File: src/rtl/tri_mem_arbiter.sv
// tri_mem_arbiter: round-robin arbiter sharing one synchronous triangle-memory read port among NUM_REQ streamers.
// Latency: gnt/mem_en/mem_addr combinational in the request cycle; rsp_valid registered one cycle later, rsp_data passes mem_data through.
// Backpressure: losers simply wait holding req/req_addr; define ARB_LOCK_EN to let a winner keep the port for up to MAX_BURST reads.
module tri_mem_arbiter #(
    parameter int unsigned NUM_REQ   = 4,
    parameter int unsigned M_BITS    = 12,
    parameter int unsigned D_BITS    = 32,
    parameter int unsigned MAX_BURST = 4
) (
    input  logic                       clock,
    input  logic                       reset,
    input  logic [NUM_REQ-1:0]         req,
    input  logic [NUM_REQ*M_BITS-1:0]  req_addr,
    output logic [NUM_REQ-1:0]         gnt,
    output logic [NUM_REQ-1:0]         rsp_valid,
    output logic signed [12*D_BITS-1:0] rsp_data,
    output logic [M_BITS-1:0]          mem_addr,
    output logic                       mem_en,
    input  logic signed [12*D_BITS-1:0] mem_data
);

    localparam int unsigned PTR_W = (NUM_REQ > 1) ? $clog2(NUM_REQ) : 1;
    localparam int unsigned CNT_W = $clog2(MAX_BURST + 1);
`ifdef ARB_LOCK_EN
    // A winner may keep the port for MAX_BURST consecutive grants.
    localparam int unsigned BURST_LIM = MAX_BURST;
`else
    // Every grant is a complete burst, so the pointer moves after each one.
    localparam int unsigned BURST_LIM = 1;
`endif

    logic [PTR_W-1:0]   rr_ptr_q, rr_ptr_d;
    logic [PTR_W-1:0]   owner_q, owner_d;
    logic               owner_vld_q, owner_vld_d;
    logic [CNT_W-1:0]   burst_cnt_q, burst_cnt_d;
    logic [M_BITS-1:0]  addr_q, addr_d;
    logic [NUM_REQ-1:0] rsp_valid_q, rsp_valid_d;

    logic               lock_hold;
    logic               owner_drop;
    logic               gnt_any;
    logic [PTR_W-1:0]   start_ptr;
    logic [PTR_W-1:0]   gnt_idx;
    logic [PTR_W-1:0]   cand;
    logic [CNT_W-1:0]   cnt_next;

    // (base + off) mod NUM_REQ; both operands are already below NUM_REQ.
    function automatic logic [PTR_W-1:0] ptr_add(input logic [PTR_W-1:0] base, input int unsigned off);
        int unsigned sum;
        sum = 32'(base) + off;
        if (sum >= NUM_REQ) begin
            sum = sum - NUM_REQ;
        end
        return PTR_W'(sum);
    endfunction

    assign rsp_data  = mem_data;
    assign rsp_valid = rsp_valid_q;

    // Pick this cycle's winner: locked owner first, else first req at/after the search start.
    always_comb begin
        lock_hold  = owner_vld_q && req[owner_q];
        owner_drop = owner_vld_q && !req[owner_q];
        // An owner that let go ends its burst now, so search already starts past it.
        start_ptr  = owner_drop ? ptr_add(owner_q, 1) : rr_ptr_q;
        gnt_any    = 1'b0;
        gnt_idx    = '0;
        cand       = '0;
        if (!reset) begin
            if (lock_hold) begin
                gnt_any = 1'b1;
                gnt_idx = owner_q;
            end else begin
                for (int unsigned k = 0; k < NUM_REQ; k++) begin
                    cand = ptr_add(start_ptr, k);
                    if (!gnt_any && req[cand]) begin
                        gnt_any = 1'b1;
                        gnt_idx = cand;
                    end
                end
            end
        end
        gnt = '0;
        if (gnt_any) begin
            gnt[gnt_idx] = 1'b1;
        end
        mem_en   = gnt_any;
        mem_addr = gnt_any ? req_addr[32'(gnt_idx)*M_BITS +: M_BITS] : addr_q;
    end

    // Next-state for pointer, burst tracking, held address and response valid.
    always_comb begin
        rr_ptr_d    = rr_ptr_q;
        owner_d     = owner_q;
        owner_vld_d = owner_vld_q;
        burst_cnt_d = burst_cnt_q;
        addr_d      = addr_q;
        rsp_valid_d = gnt;
        cnt_next    = (lock_hold ? burst_cnt_q : '0) + CNT_W'(1);
        if (owner_drop) begin
            rr_ptr_d    = ptr_add(owner_q, 1);
            owner_vld_d = 1'b0;
            burst_cnt_d = '0;
        end
        if (gnt_any) begin
            addr_d = mem_addr;
            if (cnt_next >= CNT_W'(BURST_LIM)) begin
                rr_ptr_d    = ptr_add(gnt_idx, 1);
                owner_vld_d = 1'b0;
                burst_cnt_d = '0;
            end else begin
                owner_d     = gnt_idx;
                owner_vld_d = 1'b1;
                burst_cnt_d = cnt_next;
            end
        end
    end

    // State registers; reset also drops any response still in flight.
    always_ff @(posedge clock or posedge reset) begin
        if (reset) begin
            rr_ptr_q    <= '0;
            owner_q     <= '0;
            owner_vld_q <= 1'b0;
            burst_cnt_q <= '0;
            addr_q      <= '0;
            rsp_valid_q <= '0;
        end else begin
            rr_ptr_q    <= rr_ptr_d;
            owner_q     <= owner_d;
            owner_vld_q <= owner_vld_d;
            burst_cnt_q <= burst_cnt_d;
            addr_q      <= addr_d;
            rsp_valid_q <= rsp_valid_d;
        end
    end

endmodule

File: config.mk
export PLATFORM = sky130hd
export DESIGN_NAME = tri_mem_arbiter
export DESIGN_NICKNAME = d
export VERILOG_FILES = /design/src/rtl/tri_mem_arbiter.sv
export SDC_FILE = /design/constraint.sdc
export NUM_CORES = 1
export LEC_CHECK = 0
export CELL_PAD_IN_SITES_DETAIL_PLACEMENT = 0
export CELL_PAD_IN_SITES_GLOBAL_PLACEMENT = 1
export CORE_AREA = 2 2 330 332
export CTS_CLUSTER_SIZE = 28
export DETAILED_ROUTE_END_ITERATION = 6
export DIE_AREA = 0 0 332 334
export PLACE_DENSITY_LB_ADDON = 0.1
export SETUP_SLACK_MARGIN = 0.4
export SLEW_MARGIN = 20
export SYNTH_ARGS = -nofsm -noshare
export SYNTH_HDL_FRONTEND = slang
export SYNTH_SLANG_ARGS = --single-unit
File: constraint.sdc
create_clock -name clock -period 5.1 [get_ports clock]
set_input_delay 1.02 -clock clock [delete_from_list [all_inputs] [get_ports clock]]
set_output_delay 1.02 -clock clock [all_outputs]
set_load 0.03 [all_outputs]
# After elaboration in Yosys (flattened, before gate mapping)
# Index checks and enable logic that the tools add are counted.
[classes]
n_addsub = 12
mul = 1
magnitude_cmp = 14
shift = 1
mux = 56
bitwise_logic = 1
n_reduce_logical = 12
[op_table]
columns = ["cell", "n"]
rows = [
  ["variable part select 48 x 7 -> 12 bit", 1],
  ["two-way mux 2 bit", 23],
  ["two-way mux 1 bit", 21],
  ["< comparator 2 x 3 -> 1 bit, second input constant", 6],
  [">= comparator 3 bit, second input constant", 5],
  ["two-way mux 12 bit", 1],
  ["two-way mux 3 bit", 4],
  ["subtractor 2 x 1 -> 2 bit, second input constant", 6],
  ["binary-select mux 1 bit (select 2 bit)", 5],
  ["adder 2 x 1 -> 3 bit, second input constant", 3],
  ["adder 2 x 2 -> 3 bit, second input constant", 2],
  ["logical AND 1 bit", 6],
  ["zero test 1 bit", 4],
  ["multiplier 2 x 2 -> 4 bit, second input constant", 1],
  ["two-way mux 4 bit", 1],
  ["adder 3 x 1 -> 3 bit, second input constant", 1],
  [">= comparator 2 x 3 -> 1 bit, second input constant", 1],
  [">= comparator 3 x 1 -> 1 bit, second input constant", 1],
  ["demux 1 bit (select 2 bit)", 1],
  [">= comparator 2 x 1 -> 1 bit, second input constant", 1],
  ["AND reduction 2 bit", 1],
  ["nonzero test 2 bit", 1],
  ["inverter 1 bit", 1],
]
[totals]
reg_bits = 24
inputBits = 438
output_inout_bits = 405
wordCells = 103

# Longest topological paths before layout
[depth]
depth_word = 34
depth_mapped = 14

# Least setup slack after synthesis
# No wires, ideal clock.
[synth_path]
path_type = "input to output"
from = "input req[1]"
to = "output mem_addr[0]"
arrival_ns = 3.498
t_required_ns = 4.080
setup_slack_ns = 0.582
cell_stages = 12
path_buffers = 2
cell_sequence = "buf_2 > mux2i_2 > a221oi_2 > a21oi_2 > mux2_1 > nand3_1 > nand2_1 > inv_2 > nand2_8 > buf_12 > mux2i_1 > o221ai_1"
[synth_between]
elab_cells_between_ends = 64
[synth_rtl]
columns = ["element", "line", "source"]
rows = [
  ["start, declared", "12", "input logic [NUM_REQ-1:0] req,"],
  ["binary-select mux 1 bit (select 2 bit)", "62, 63", ""],
  ["two-way mux 1 bit (implied by the code)", "62, 63", ""],
  ["zero test 1 bit", "63", "owner_drop = owner_vld_q && !req[owner_q];"],
  ["logical AND 1 bit", "63", ""],
  ["two-way mux 2 bit", "65", "start_ptr = owner_drop ? ptr_add(owner_q, 1) : rr_ptr_q;"],
  [">= comparator 2 x 3 -> 1 bit or subtractor 2 x 1 -> 2 bit (tied branches)", "51, 52", ""],
  ["two-way mux 2 bit", "51", "if (sum >= NUM_REQ) begin"],
  ["two-way mux 2 bit", "70", "if (lock_hold) begin"],
  ["(+15 left out)", "--", ""],
  ["two-way mux 1 bit", "69", "if (!reset) begin"],
  ["zero test 1 bit", "76", "if (!gnt_any && req[cand]) begin"],
  ["logical AND 1 bit", "76", ""],
  ["two-way mux 1 bit", "76", ""],
  ["two-way mux 1 bit *", "70", ""],
  ["two-way mux 1 bit *", "69", ""],
  ["named net mem_en", "18", "output logic mem_en,"],
  ["two-way mux 12 bit *", "88", "mem_addr = gnt_any ? req_addr[32'(gnt_idx)*M_BITS +: M_BITS] : addr_q;"],
  ["end, declared", "17", "output logic [M_BITS-1:0] mem_addr,"],
]
# The timed path passes the listed nets; every way through them passes the cells marked *. The select of a mux whose other input is x is not followed.

# Final worst setup path
[layout_path]
from = "input req[1]"
to = "output mem_addr[6]"
[layout_between]
elab_chain_cells = 32
elab_cells_between_ends = 64
[layout_rtl]
columns = ["element", "line"]
rows = [
  ["binary-select mux 1 bit (select 2 bit)", "62, 63"],
  ["two-way mux 1 bit (implied by the code)", "62, 63"],
  ["zero test 1 bit", "63"],
  ["logical AND 1 bit", "63"],
  ["two-way mux 2 bit", "65"],
  [">= comparator 2 x 3 -> 1 bit or subtractor 2 x 1 -> 2 bit (tied branches)", "51, 52"],
  ["two-way mux 2 bit", "51"],
  ["two-way mux 2 bit", "70"],
  ["(+16 left out)", "--"],
  ["zero test 1 bit", "76"],
  ["logical AND 1 bit", "76"],
  ["two-way mux 2 bit", "76"],
  ["two-way mux 2 bit", "70"],
  ["two-way mux 2 bit", "69"],
  ["multiplier 2 x 2 -> 4 bit", "88"],
  ["variable part select 48 x 7 -> 12 bit", "88"],
  ["two-way mux 12 bit *", "88"],
]
# Mark *: on every way between the ends. The rest lies on a longest branch, timed or not. The select of a mux whose other input is x is not followed.

==> out/results.tsv <==
stage	metric	value	unit
finish	Final Instance Area	5405	um2
global_routing	initial antenna violation count	1	
pwr	peak supply drop	0.1708	mV
sta	minimum clock period	4547	ps
die	Core Box Area	107800	um2
critical_path	Critical Path RT	4080	ps
route	Final ANT Viol Nets	0	
job	Max Cap Viol	0	
sta	Slew headroom	68.95	%
route	wire per inst	12.85	um
sta	RSZ-0062 raised after global routing	yes	
finish	Synth-to-Final Area Change	12.71	%
sta	PnR worst setup slack	553.5	ps
critical_path	critical path endpoint category	primary output	
place	Setup WS pre-CTS	-824.2	ps
die	IO Pins	843	
route	vias post-DR	2688	
synth	Unique masters post-synth	53	
die	die height	334	um
finish	Ant. Diodes	0	
critical_path	Startpoint Class	input port	
sta	Setup Total Neg Slack	0	ps
pwr	pwr/cell area	325.6	nW/um2
synth	Synthesized Nets	1024	
sta	Setup Viol. Count Final	0	
critical_path	Cell Chain, Critical Path	buf_6 > buf_6 > mux2i_4 > a22oi_2 > mux2i_2 > buf_4 > a311o_1 > o311a_4 > buf_6 > nand2_8 > mux2i_4 > buf_12 > o221ai_4 > buf_6 > buf_12	
die	Rows	121	
finish	nets	774	
critical_path	critical-path maximum fanout	6	
synth	top post-synthesis cells by area	buf_4 60%, dfrtp_1 13%, mux2i_1 6.1%	
sta	clk_skew	3.994	ps
sta	Worst-Margin Slew	465.7	ps
place	GPL Wtd Cong	0.6094	
pwr	Leakage	1.654	nW
global_routing	vias in the first global route	3114	
synth	sequential share of the synthesized area	12.52	%
sta	Min Hold Slack	493.8	ps
clocking	CTS HTree Levels	1	
synth	Post-synth top cells	384 x buf_4, 29 x mux2i_1, 24 x dfrtp_1, 24 x o221ai_1, 22 x nand2_1	
sta	Max Clk Rate	219.9	MHz
route	First-pass DRT Iterations	4	
clocking	CTS Sinks	24	
hold_path	Hold WC Path Type	flop to flop	
place	IO Port Bufs	74	
die	Die W	332	um
synth	Yosys top cell area share	60.11	%
synth	number of register bits inferred by synthesis	24	
critical_path	Top cell by count, worst path	buf_6	
clocking	CTS tree	built	
finish	layout cell share with drive strength beyond 1	45.29	%
clocking	Worst-Skew Late Latency	290	ps
route	Starting DRT DRC Count	94	
synth	Synth area leader	buf_4	
place	Placed Area	4840	um2
synth	most numerous cell in the Yosys netlist	buf_4	
status	status	finished clean	
route	final wirelength	22410	um
global_routing	largest net degree at the start of global routing	22	
clocking	hold buffer count at cts	0	
global_routing	first-pass GRT wire length	28520	um
global_routing	GRT Overall Usage	3.851	%
synth	EDFF count, synth	0	
synth	synthesized instance count	580	
global_routing	GRT overflow	0	
route	Avg Vias per Cell	1.542	
critical_path	worst path arrival time	3530	ps
synth	Yosys warnings	0	
sta	final worst path period share	89.15	%
critical_path	Worst path max stage delay	320	ps
critical_path	Crit-path slowest cell	a311o_1	
route	number of remaining DRC errors	0	
place	HPWL Detailed	18280	um
synth	cell area after synthesis	4796	um2
finish	utilization after layout	5.014	%
synth	asr flop ratio synth	100.0	%
synth	Primary FF master, synth	dfrtp_1	
critical_path	Crit Path Class	input port to primary output	
clocking	Num CTS Buffers	3	
clocking	clk buf depth	2	
synth	synthesized area per cell	8.269	um2
die	die area	110900	um2
clocking	CTS root buf	clkbuf_16	
clocking	clk slew on worst S/H paths	80	ps
sta	Pins Over Slew Limit	0	
die	Initial Utilization	4.449	%
sta	Hold Violations, Final	0	
==> final cells by class <==
| cell class | instances | area (um2) |
|---|---|---|
| inverters | 12 | 47.55 |
| multi-input cells | 142 | 1441 |
| clock buffers | 3 | 75.07 |
| flip-flops and latches | 24 | 601.8 |
| fillers | 12790 | 102400 |
| repair buffers | 147 | 1440 |
| clock inverters | 1 | 30.03 |
| well taps | 1414 | 1769 |
==> registers in the layout, indices dropped and copies added (netlist names) <==
name,flops
rr_ptr_q,2
owner_vld_q,1
addr_q,12
rsp_valid,4
owner_q,2
burst_cnt_q,3
==> power by group <==
part,internal (mW),switching (mW),leakage [nW],total [mW]
clock network,0.158,0.106,0.0511,0.263
logic,0.612,0.597,1.30,1.21
registers,0.248,0.0396,0.304,0.287
total,1.02,0.743,1.65,1.76
==> cell usage in the layout, fill, tap and decap left out, types with 3 or more instances in the layout <==
| master | instances |
|---|---|
| ha_1 | 6 |
| buf_4 | 67 |
| buf_2 | 3 |
| o221ai_2 | 5 |
| o221ai_1 | 18 |
| nor2_1 | 3 |
| mux2i_4 | 11 |
| clkbuf_16 | 3 |
| clkdlybuf4s50_1 | 53 |
| mux2i_2 | 12 |
| mux2i_1 | 8 |
| dfrtp_1 | 23 |
| buf_6 | 11 |
| buf_12 | 11 |
| and2_4 | 4 |
| nand2b_1 | 3 |
| and3_1 | 5 |
| inv_1 | 9 |
| nand2_1 | 21 |
==> worst max-delay path: cells and delay by family <==
family	cells	cell delay, ps
mux	3	680
buf+inv	7	930
simple gates	1	110
compound gates	4	760
==> path summary, 6_finish.rpt <==
check | slack [ps] | cells past startpoint | startpoint | end
setup / recovery | 550 | 15 | req[1] | mem_addr[6]
hold / removal | 490 | 2 | addr_q[9] | addr_q[9]
setup reg to reg | 1850 | 13 | owner_q[1] | rr_ptr_q[1]
hold reg to reg | 490 | 2 | addr_q[9] | addr_q[9]
max in group asynchronous | 3550 | 3 | reset | addr_q[2]
min in group asynchronous | 1230 | 3 | reset | addr_q[5]
==> through the flow <==
step           total power [mW]  std cells
6_report                  1.760       1743
3_5_place_dp              1.335       1727
5_1_grt                   1.913       1743
4_1_cts                   1.780       1742
2_1_floorplan             1.303        580
3_3_place_gp              1.355       1727
==> cell families after synthesis <==
group | share of synthesized area [%]
AND/OR/NAND/NOR | 6.105
XOR/XNOR | 0.3653
buffers and inverters | 63.68
adder cells (fa/ha/maj) | 1.565
flip-flops | 12.52
multiplexers | 7.096
AO/OA/AOI/OAI | 8.662
==> layer usage <==
layer | track usage, % | vias up | routed length (um)
li1 | - | 1011 | -
met2 | 6.281 | 353 | 10440
met1 | 3.614 | 1194 | 7569
met3 | 2.714 | 130 | 3227
met4 | 1.983 | 0 | 1171
met5 | 0 | - | 0
==> timing repair <==
item,CTS,global route
gates cloned,1,0
pin swaps,13,8
buffers inserted,10,1
endpoints found under the hold margin,0,0
endpoints found under the setup margin,16,15
resized for setup,53,33
(Power assumes the default switching activity.)
